### src/rtl/uart_frame_parser_pkg.sv
// Shared definitions for the UART frame parser: FSM states, frame delimiters,
// command codes and helper functions used to validate LEN and SET_SIZE payloads.
package uart_frame_parser_pkg;

    typedef enum logic [2:0] {
        IDLE    = 3'd0,
        GET_CMD = 3'd1,
        GET_LEN = 3'd2,
        PAYLOAD = 3'd3,
        DISCARD = 3'd4,
        GET_EOF = 3'd5
    } state_t;

    localparam logic [7:0] SOF_BYTE     = 8'hFE;
    localparam logic [7:0] EOF_BYTE     = 8'hEF;

    localparam logic [7:0] CMD_SET_SIZE = 8'h01;
    localparam logic [7:0] CMD_CLEAR    = 8'h02;
    localparam logic [7:0] CMD_MATRIX   = 8'h03;
    localparam logic [7:0] CMD_VECTOR   = 8'h04;
    localparam logic [7:0] CMD_START    = 8'h05;

    localparam logic [3:0] MAX_N        = 4'd8;

    // True for the five command codes the parser understands.
    function automatic logic cmd_known(input logic [7:0] cmd);
        logic known;
        case (cmd)
            CMD_SET_SIZE, CMD_CLEAR, CMD_MATRIX, CMD_VECTOR, CMD_START: known = 1'b1;
            default:                                                   known = 1'b0;
        endcase
        return known;
    endfunction

    // True when LEN is the length this command requires for the stored size N.
    // A MATRIX or VECTOR frame with no size configured is always rejected.
    function automatic logic len_ok(input logic [7:0] cmd, input logic [3:0] n, input logic [7:0] len);
        logic [6:0] nn;
        logic       ok;
        nn = 7'(n) * 7'(n);
        case (cmd)
            CMD_SET_SIZE: ok = (len == 8'd1);
            CMD_CLEAR:    ok = (len == 8'd0);
            CMD_START:    ok = (len == 8'd0);
            CMD_MATRIX:   ok = (n != 4'd0) && (len == {1'b0, nn});
            CMD_VECTOR:   ok = (n != 4'd0) && (len == {4'd0, n});
            default:      ok = 1'b0;
        endcase
        return ok;
    endfunction

    // True for a legal matrix size 1..MAX_N.
    function automatic logic size_ok(input logic [7:0] value);
        return (value != 8'd0) && (value <= {4'd0, MAX_N});
    endfunction

endpackage

### src/rtl/uart_frame_parser_timer.sv
// Idle-cycle watchdog for an open frame. The count restarts on every kick
// (received byte) and while the parser is idle; expired asserts in the cycle
// that completes TIMEOUT_CYC consecutive idle cycles.
module rx_timeout_timer #(
    parameter int TIMEOUT_CYC = 1_000_000
) (
    input  logic clk,
    input  logic rst,
    input  logic kick,
    input  logic run,
    output logic expired
);

    localparam int             CW    = (TIMEOUT_CYC > 2) ? $clog2(TIMEOUT_CYC) : 1;
    localparam logic [CW-1:0]  LIMIT = CW'(TIMEOUT_CYC - 1);

    logic [CW-1:0] count_r;

    // Idle-cycle counter, saturating at LIMIT until kicked or stopped.
    always_ff @(posedge clk or negedge rst) begin
        if (!rst) begin
            count_r <= '0;
        end else if (kick || !run) begin
            count_r <= '0;
        end else if (count_r != LIMIT) begin
            count_r <= count_r + CW'(1);
        end else begin
            count_r <= count_r;
        end
    end

    assign expired = run && (count_r == LIMIT);

endmodule

### src/rtl/uart_frame_parser.sv
// Byte-stream frame parser sitting behind a UART receiver. Decodes
// SOF/CMD/LEN/payload/EOF frames, forwards matrix/vector/size bytes with
// one-cycle strobes, and raises a sticky error flag on malformed frames,
// receiver errors or mid-frame stalls.
module uart_frame_parser
    import uart_frame_parser_pkg::*;
#(
    parameter int TIMEOUT_CYC = 1_000_000
) (
    input  logic       clk,
    input  logic       rst,
    input  logic [7:0] rx_data,
    input  logic       rx_valid,
    input  logic       rx_err,
    output logic [7:0] rec_data,
    output logic       size_m_en,
    output logic       enable_mat,
    output logic       enable_vec,
    output logic       enb_assign,
    output logic       clear,
    output logic       start,
    output logic       frame_err,
    output logic       busy
);

    state_t     state_r, state_n;
    logic [7:0] cmd_r, cmd_n;
    logic [3:0] n_r, n_n;
    logic [7:0] len_r, len_n;
    logic [7:0] rec_data_r, rec_n;
    logic       frame_err_r, err_n;
    logic       size_r, size_n;
    logic       mat_r, mat_n;
    logic       vec_r, vec_n;
    logic       clr_r, clr_n;
    logic       sta_r, sta_n;
    logic       enb_r, enb_n;
    logic       busy_r, busy_n;
    logic       expired_s;

    rx_timeout_timer #(.TIMEOUT_CYC(TIMEOUT_CYC)) u_timer (
        .clk     (clk),
        .rst     (rst),
        .kick    (rx_valid),
        .run     (state_r != IDLE),
        .expired (expired_s)
    );

    // State register and all registered outputs.
    always_ff @(posedge clk or negedge rst) begin
        if (!rst) begin
            state_r     <= IDLE;
            cmd_r       <= 8'd0;
            n_r         <= 4'd0;
            len_r       <= 8'd0;
            rec_data_r  <= 8'd0;
            frame_err_r <= 1'b0;
            size_r      <= 1'b0;
            mat_r       <= 1'b0;
            vec_r       <= 1'b0;
            clr_r       <= 1'b0;
            sta_r       <= 1'b0;
            enb_r       <= 1'b0;
            busy_r      <= 1'b0;
        end else begin
            state_r     <= state_n;
            cmd_r       <= cmd_n;
            n_r         <= n_n;
            len_r       <= len_n;
            rec_data_r  <= rec_n;
            frame_err_r <= err_n;
            size_r      <= size_n;
            mat_r       <= mat_n;
            vec_r       <= vec_n;
            clr_r       <= clr_n;
            sta_r       <= sta_n;
            enb_r       <= enb_n;
            busy_r      <= busy_n;
        end
    end

    // Next-state and next-output decode. Receiver error beats a byte, a byte beats timeout.
    always_comb begin
        state_n = state_r;
        cmd_n   = cmd_r;
        n_n     = n_r;
        len_n   = len_r;
        rec_n   = rec_data_r;
        err_n   = frame_err_r;
        size_n  = 1'b0;
        mat_n   = 1'b0;
        vec_n   = 1'b0;
        clr_n   = 1'b0;
        sta_n   = 1'b0;

        if ((state_r != IDLE) && rx_err) begin
            err_n   = 1'b1;
            state_n = IDLE;
        end else if (rx_valid) begin
            case (state_r)
                IDLE: begin
                    if (rx_data == SOF_BYTE) begin
                        state_n = GET_CMD;
                        err_n   = 1'b0;
                    end else begin
                        state_n = IDLE;
                    end
                end
                GET_CMD: begin
                    if (cmd_known(rx_data)) begin
                        cmd_n   = rx_data;
                        state_n = GET_LEN;
                    end else begin
                        err_n   = 1'b1;
                        state_n = IDLE;
                    end
                end
                GET_LEN: begin
                    len_n = rx_data;
                    if (len_ok(cmd_r, n_r, rx_data)) begin
                        state_n = (rx_data == 8'd0) ? GET_EOF : PAYLOAD;
                    end else begin
                        err_n   = 1'b1;
                        state_n = (rx_data == 8'd0) ? GET_EOF : DISCARD;
                    end
                end
                PAYLOAD: begin
                    len_n   = len_r - 8'd1;
                    state_n = (len_r == 8'd1) ? GET_EOF : PAYLOAD;
                    case (cmd_r)
                        CMD_MATRIX: begin
                            rec_n = rx_data;
                            mat_n = 1'b1;
                        end
                        CMD_VECTOR: begin
                            rec_n = rx_data;
                            vec_n = 1'b1;
                        end
                        CMD_SET_SIZE: begin
                            if (size_ok(rx_data)) begin
                                n_n    = rx_data[3:0];
                                rec_n  = rx_data;
                                size_n = 1'b1;
                            end else begin
                                err_n  = 1'b1;
                            end
                        end
                        default: begin
                            rec_n = rec_data_r;
                        end
                    endcase
                end
                DISCARD: begin
                    len_n   = len_r - 8'd1;
                    state_n = (len_r == 8'd1) ? GET_EOF : DISCARD;
                end
                GET_EOF: begin
                    state_n = IDLE;
                    if (rx_data == EOF_BYTE) begin
                        case (cmd_r)
                            CMD_CLEAR: begin
                                clr_n = 1'b1;
                                n_n   = 4'd0;
                            end
                            CMD_START: sta_n = 1'b1;
                            default:   sta_n = 1'b0;
                        endcase
                    end else begin
                        err_n = 1'b1;
                    end
                end
                default: begin
                    state_n = IDLE;
                end
            endcase
        end else if ((state_r != IDLE) && expired_s) begin
            err_n   = 1'b1;
            state_n = IDLE;
        end else begin
            state_n = state_r;
        end

        enb_n  = (state_n == PAYLOAD) && ((cmd_n == CMD_MATRIX) || (cmd_n == CMD_VECTOR));
        busy_n = (state_n != IDLE);
    end

    assign rec_data   = rec_data_r;
    assign size_m_en  = size_r;
    assign enable_mat = mat_r;
    assign enable_vec = vec_r;
    assign enb_assign = enb_r;
    assign clear      = clr_r;
    assign start      = sta_r;
    assign frame_err  = frame_err_r;
    assign busy       = busy_r;

endmodule
### config.mk
export PLATFORM = sky130hd
export DESIGN_NAME = uart_frame_parser
export DESIGN_NICKNAME = d
export VERILOG_FILES = /design/src/rtl/uart_frame_parser_pkg.sv /design/src/rtl/uart_frame_parser_timer.sv /design/src/rtl/uart_frame_parser.sv
export SDC_FILE = /design/constraint.sdc
export NUM_CORES = 1
export LEC_CHECK = 0
export BUFFER_PORTS_ARGS = -buffer_cell sky130_fd_sc_hd__buf_4
export CORE_MARGIN = 4
export CORE_UTILIZATION = 65
export DETAILED_ROUTE_END_ITERATION = 6
export HOLD_SLACK_MARGIN = 0.15
export PLACE_DENSITY = 0.85
export SLEW_MARGIN = 10
export SYNTH_ARGS = -nofsm -noshare
export SYNTH_HDL_FRONTEND = slang
export SYNTH_HIERARCHICAL = 1
export SYNTH_SLANG_ARGS = --single-unit
### constraint.sdc
create_clock -name clk -period 5.3 [get_ports clk]
set_input_delay 1.06 -clock clk [delete_from_list [all_inputs] [get_ports clk]]
set_output_delay 1.06 -clock clk [all_outputs]
set_load 0.02 [all_outputs]
== Yosys cells after proc, flatten, opt, wreduce, memory -nomap -nowiden ==
Cells that the tools add are included.
Storage, ports and cells
  output and inout port bits: 16
  bits of input ports: 12
  word-level logic and storage cells: 151
  flip-flop bits (word level): 59
Cells by class
  muxes and demuxes: 66
  reduce and logical (&&, ||, !) cells: 29
  $mul: 1
  equality and inequality tests: 37
  add/sub/neg operators: 2
  bitwise operators: 1
  magnitude comparators: 1
Operator list (count)
  1-bit two-way mux: 42
  8-bit by 2-bit == test with 1-bit output, second input constant: 5
  8-bit by 3-bit == test with 1-bit output, second input constant: 5
  20-bit two-way mux: 2
  8-bit two-way mux: 5
  8-bit case mux with 2 select lines: 2
  8-bit by 1-bit == test with 1-bit output, second input constant: 3
  4-bit != test, second input constant: 6
  20-bit by 1-bit adder with 20-bit output, second input constant: 1
  20-bit == test, second input constant: 1
  20-bit != test, second input constant: 1
  3-bit two-way mux: 6
  8-bit == test, second input constant: 2
  4-bit two-way mux: 4
  3-bit case mux with 5 select lines: 1
  3-bit by 2-bit == test with 1-bit output, second input constant: 3
  3-bit nonzero test: 3
  8-bit by 4-bit == test with 1-bit output: 1
  8-bit by 7-bit == test with 1-bit output: 1
  8-bit by 4-bit <= comparator with 1-bit output, second input constant: 1
  8-bit logical NOT: 1
  2-bit != test, second input constant: 4
  4-bit case mux with 2 select lines: 1
  8-bit AND reduction: 1
  22 further kinds: 35

== Longest topological paths before layout ==
  depth in word-level cells: 13
  depth in mapped cells: 11
  gate-level depth less buffers: 11

== Hierarchy ==
The synthesis kept the hierarchy.
Modules (own cells, without submodules)
  uart_frame_parser: cells each 286, area an instance 2481.1 sq um, times used 1, sequential area each 975.9 sq um
  rx_timeout_timer: cells each 110, area an instance 1036.0 sq um, times used 1, sequential area each 500.5 sq um

== Worst setup path after synthesis ==
No wires, ideal clock.
  path type: input to register
  start point: input rx_data[4]
  end point: register enb_r (netlist: enb_assign)
  data arrival time: 2.934 ns
  stages: 7
  library setup time: 0.096 ns
  required time: 5.204 ns
  buffers on the path: 0
  slack: 2.271 ns
  path through: or4_4 > or2_4 > or4_4 > nor2_2 > a41oi_1 > o21a_1 > nor4_2
On the way
  word-level cells in the longest chain between the ends: 13
  elaborated cells on any way between the ends: 37
  classes of those cells: eq/ne: 11; mux: 20; reduce/logical: 6
Ends and longest elaborated chain
  start, declared: line uart_frame_parser.sv:12  | input logic [7:0] rx_data,
  8-bit by 1-bit == test with 1-bit output (tied with other cells): line uart_frame_parser_pkg.sv:28, uart_frame_parser_pkg.sv:42
  5-bit OR reduction: line uart_frame_parser_pkg.sv:28  | case (cmd)
  1-bit two-way mux: line uart_frame_parser_pkg.sv:28
  1-bit two-way mux: line uart_frame_parser.sv:100  | case (state_r)
  1-bit two-way mux: line uart_frame_parser.sv:99  | end else if (rx_valid) begin
  1-bit two-way mux: line uart_frame_parser.sv:96  | if ((state_r != IDLE) && rx_err) begin
  8-bit two-way mux: line uart_frame_parser.sv:110  | if (cmd_known(rx_data)) begin
  8-bit two-way mux: line uart_frame_parser.sv:100
  8-bit two-way mux: line uart_frame_parser.sv:99
  8-bit two-way mux: line uart_frame_parser.sv:96
  8-bit by 2-bit == test with 1-bit output / 8-bit by 3-bit == test with 1-bit output (equally long branches): line uart_frame_parser.sv:183  | enb_n = (state_n == PAYLOAD) && ((cmd_n == CMD_MATRIX) || (cmd_n == CMD_VECTOR));
  1-bit logical OR: line uart_frame_parser.sv:183
  1-bit logical AND (*): line uart_frame_parser.sv:183
  net enb_n: line uart_frame_parser.sv:37  | logic enb_r, enb_n;
  end signal, assigned: line uart_frame_parser.sv:77  | enb_r <= enb_n;
  end, declared: line uart_frame_parser.sv:37
The timed path passes the listed nets; every way through them passes the cells marked *. The select of a mux whose other input is x is not followed.
A chain may end at the register's enable or synchronous reset.

== Final worst setup path ==
Ends and elaborated chain as after synthesis.

==> impl_metrics.tcl <==
set metrics [dict create \
    overflow 0 \
    cpMostUsedCell "nor4_2" \
    busiest_layer "met2" \
    ant_nets 0 \
    cellPowerDensity_nw_per_um2 287.7 \
    min_period_ns 3.353 \
    htree_levels 3 \
    cp-end-kind "flop" \
    numPortBuffers 27 \
    r2r_start "state_r[0]" \
    place_ws_ns 1.603 \
    vias 3182 \
    rsz0062_at_grt "no" \
    totalWireLength_mm 8.386 \
    clk_path_buf_depth 2 \
    pin_count 28 \
    numClockSinks 59 \
    cp_top_family "simple AND/OR/NAND/NOR gates" \
    gp_congestion 0.9410 \
    relSlewSlack 0.2511 \
    yosys.cell_types.count 65 \
    synth_ff_type "dfrtp_1" \
    worstPathArrival_ns 3.60 \
    critPathMaxFanout 13 \
    post-cts-setup-buffers 0 \
    violations "design-rule violations" \
    use_met2 0.4357 \
    rows 26 \
    start_util 0.6800 \
    drc 9 \
    drt_iter0_markers 333 \
    clk_pin_slew_ns 0.06 \
    grt_pass1_vias 2907 \
    die_area_um2 6652 \
    seq_area_frac_synth 0.4198 \
    final_common_cell "dfrtp_1" \
    reg2reg_slack_ns 2.41 \
    cp-startpoint "rx_data[4]" \
    place_hpwl_mm 5.732 \
    critical_path_class "in2reg" \
    worst_pin_slew_ns 1.114 \
    ir_worst_vdd_v 0.0002632 \
    cts_resized 0 \
    gr-usage-met3 0.07785 \
    power_mw 1.135 \
    synth_edf_count 0 \
    grt_pass1_wl_mm 14.08 \
    clk_latency_ns 0.35 \
    worst_r2r_path_depth 6 \
    cp_slowest_stage_delay_ns 0.94 \
    status "finished with violations" \
    fin_nets 436 \
    syn-cell-area_um2 3517 \
    cts_buffers 9 \
    coreArea_um2 5172 \
    hp-class "reg2reg" \
    die_w_um 81.56 \
    fin_cells 492 \
    p_leak_nw 1.714 \
    setup_ws_ns 1.947 \
    diodes 0 \
    timing.fmax_ghz 0.2983 \
    skew_ns 0.006049 \
    grt_max_degree 60 \
    min_period_over_period 0.6326 \
    dpl.cell_count 477 \
    path_depth 7 \
    firstDrtPassIters 7 \
    vias_per_cell 6.467 \
    path_cells "buf_4 -> or4_4 -> or2_4 -> nor4_2 -> nor2_1 -> or3_1 -> nor4_2" \
    synth_fp_nets 414 \
    critPathRequiredTime_ns 5.55 \
    final-setup-viol-count 0 \
    start_kind "primary input" \
    grt.met1_usage 0.3654 \
    slowest_stage "nor4_2" \
    maxSlewViolCount 0 \
    clock-root-buffer "clkbuf_8" \
    worst-path-buf-inv 1 \
    die_height_um 81.56 \
    gr-usage-all-layers 0.2782 \
    final_cell_mix "59 x dfrtp_1, 36 x nor2_1, 35 x nand2_1" \
    cts_tree "done" \
    tns_ns 0 \
    endpoint "enb_assign" \
    grt_antenna_before_repair 0 \
    area_growth_syn_to_layout_pct 12.17 \
    ys_ff_latch 59 \
    drive_above_1_share 0.1588 \
    synthCells 396 \
    wl_per_cell_um 17.04 \
    max-cap-violations 0 \
    synthArstFlopShare 1.000 \
    yosys_warnings 6 \
    syn_avg_cell_area_um2 8.882 \
    cts_hold_buf 0 \
    worstReg2RegEnd "enb_assign" \
    hold_viol_final 0 \
]
[worst min-delay path by stage]
| stage | from | end | slack (ns) | depth (start not counted) |
|---|---|---|---|---|
| 2_1_floorplan | u_timer/count_r[5] | u_timer/count_r[5] | 0.46 | 1 |
| 3_3_place_gp | cmd_r[7] | cmd_r[7] | 0.48 | 1 |
| 3_5_place_dp | cmd_r[7] | cmd_r[7] | 0.49 | 1 |
| 4_1_cts | cmd_r[6] | cmd_r[6] | 0.51 | 1 |
| 5_1_grt | cmd_r[5] | cmd_r[5] | 0.53 | 1 |
| 6_report | cmd_r[7] | cmd_r[7] | 0.50 | 1 |
[power by group]
part,switching (mW),internal [mW],total [mW]
logic,0.119,0.0682,0.187
clock network,0.177,0.239,0.416
registers,0.0456,0.486,0.532
[synth_stat cells, types with 4 or more instances]
master | count | area, µm²
a21oi_1 | 20 | 100.1
a22o_1 | 5 | 43.79
a31oi_1 | 5 | 31.28
and2_1 | 6 | 37.54
and3_1 | 4 | 25.02
clkbuf_1 | 10 | 37.54
dfrtp_1 | 59 | 1476
ha_1 | 6 | 75.07
inv_1 | 17 | 63.81
mux2_2 | 10 | 112.6
mux2i_1 | 4 | 40.04
nand2_1 | 35 | 131.4
nand2b_1 | 6 | 37.54
nand3_1 | 15 | 75.07
nand4_1 | 9 | 56.30
nor2_1 | 36 | 135.1
nor2b_1 | 10 | 62.56
nor3_1 | 14 | 70.07
nor4_1 | 5 | 31.28
o21ai_0 | 27 | 135.1
o31ai_1 | 6 | 45.04
or3_1 | 7 | 43.79
or4_1 | 7 | 52.55
xnor2_1 | 12 | 105.1
[flip-flops by register name, indices dropped and copies added, names as in the netlist, 3 cells and up]
register         flops
state_r              3
rec_data             8
u_timer/count_r     20
n_r                  4
cmd_r                8
len_r                8
[metal layers]
layer,part of all wire,up-vias
met5,0,-
met4,0.028,0
met3,0.077,42
met2,0.47,138
met1,0.43,1516
li1,-,1486
[layout make-up]
cell class	instances	area, µm²
sequential	59	1476
tap	70	87.58
clock buffer	11	151.4
clock inverter	4	50.05
inverter	17	63.81
fill	357	1227
timing repair buffer	27	202.7
multi-input combinational	304	1913
[kinds of logic (layout without fill, tap and decap cells)]
| group | count (synthesis) | in the layout | share of synthesized area |
|---|---|---|---|
| adders and majority gates | 6 | 6 | 0.02134 |
| muxes | 14 | 14 | 0.04340 |
| DFF | 59 | 59 | 0.4198 |
| and+or+nand+nor | 178 | 178 | 0.2775 |
| xor gates and xnor gates | 15 | 15 | 0.03735 |
| buffers and inverters | 33 | 59 | 0.03629 |
| AOI/OAI and AO/OA | 91 | 91 | 0.1644 |
[worst register-to-register path: cells and delay by family (launching register included)]
| kind | cells | cell delay (ns) |
|---|---|---|
| and+or+nand+nor | 5 | 1.98 |
| DFF | 1 | 0.55 |
| AOI/OAI and AO/OA | 1 | 0.27 |
[metrics by stage]
stage               area, µm²  hold slack [ns]  utilization
global placement         3744           0.4810       0.7238
global route             3945           0.5286       0.7627
finish                   3945           0.5024       0.7627
floorplan                3517           0.4577            -
detailed placement       3744           0.4889       0.7238
CTS                      3945           0.5096       0.7627
(Power assumes the default switching activity.)
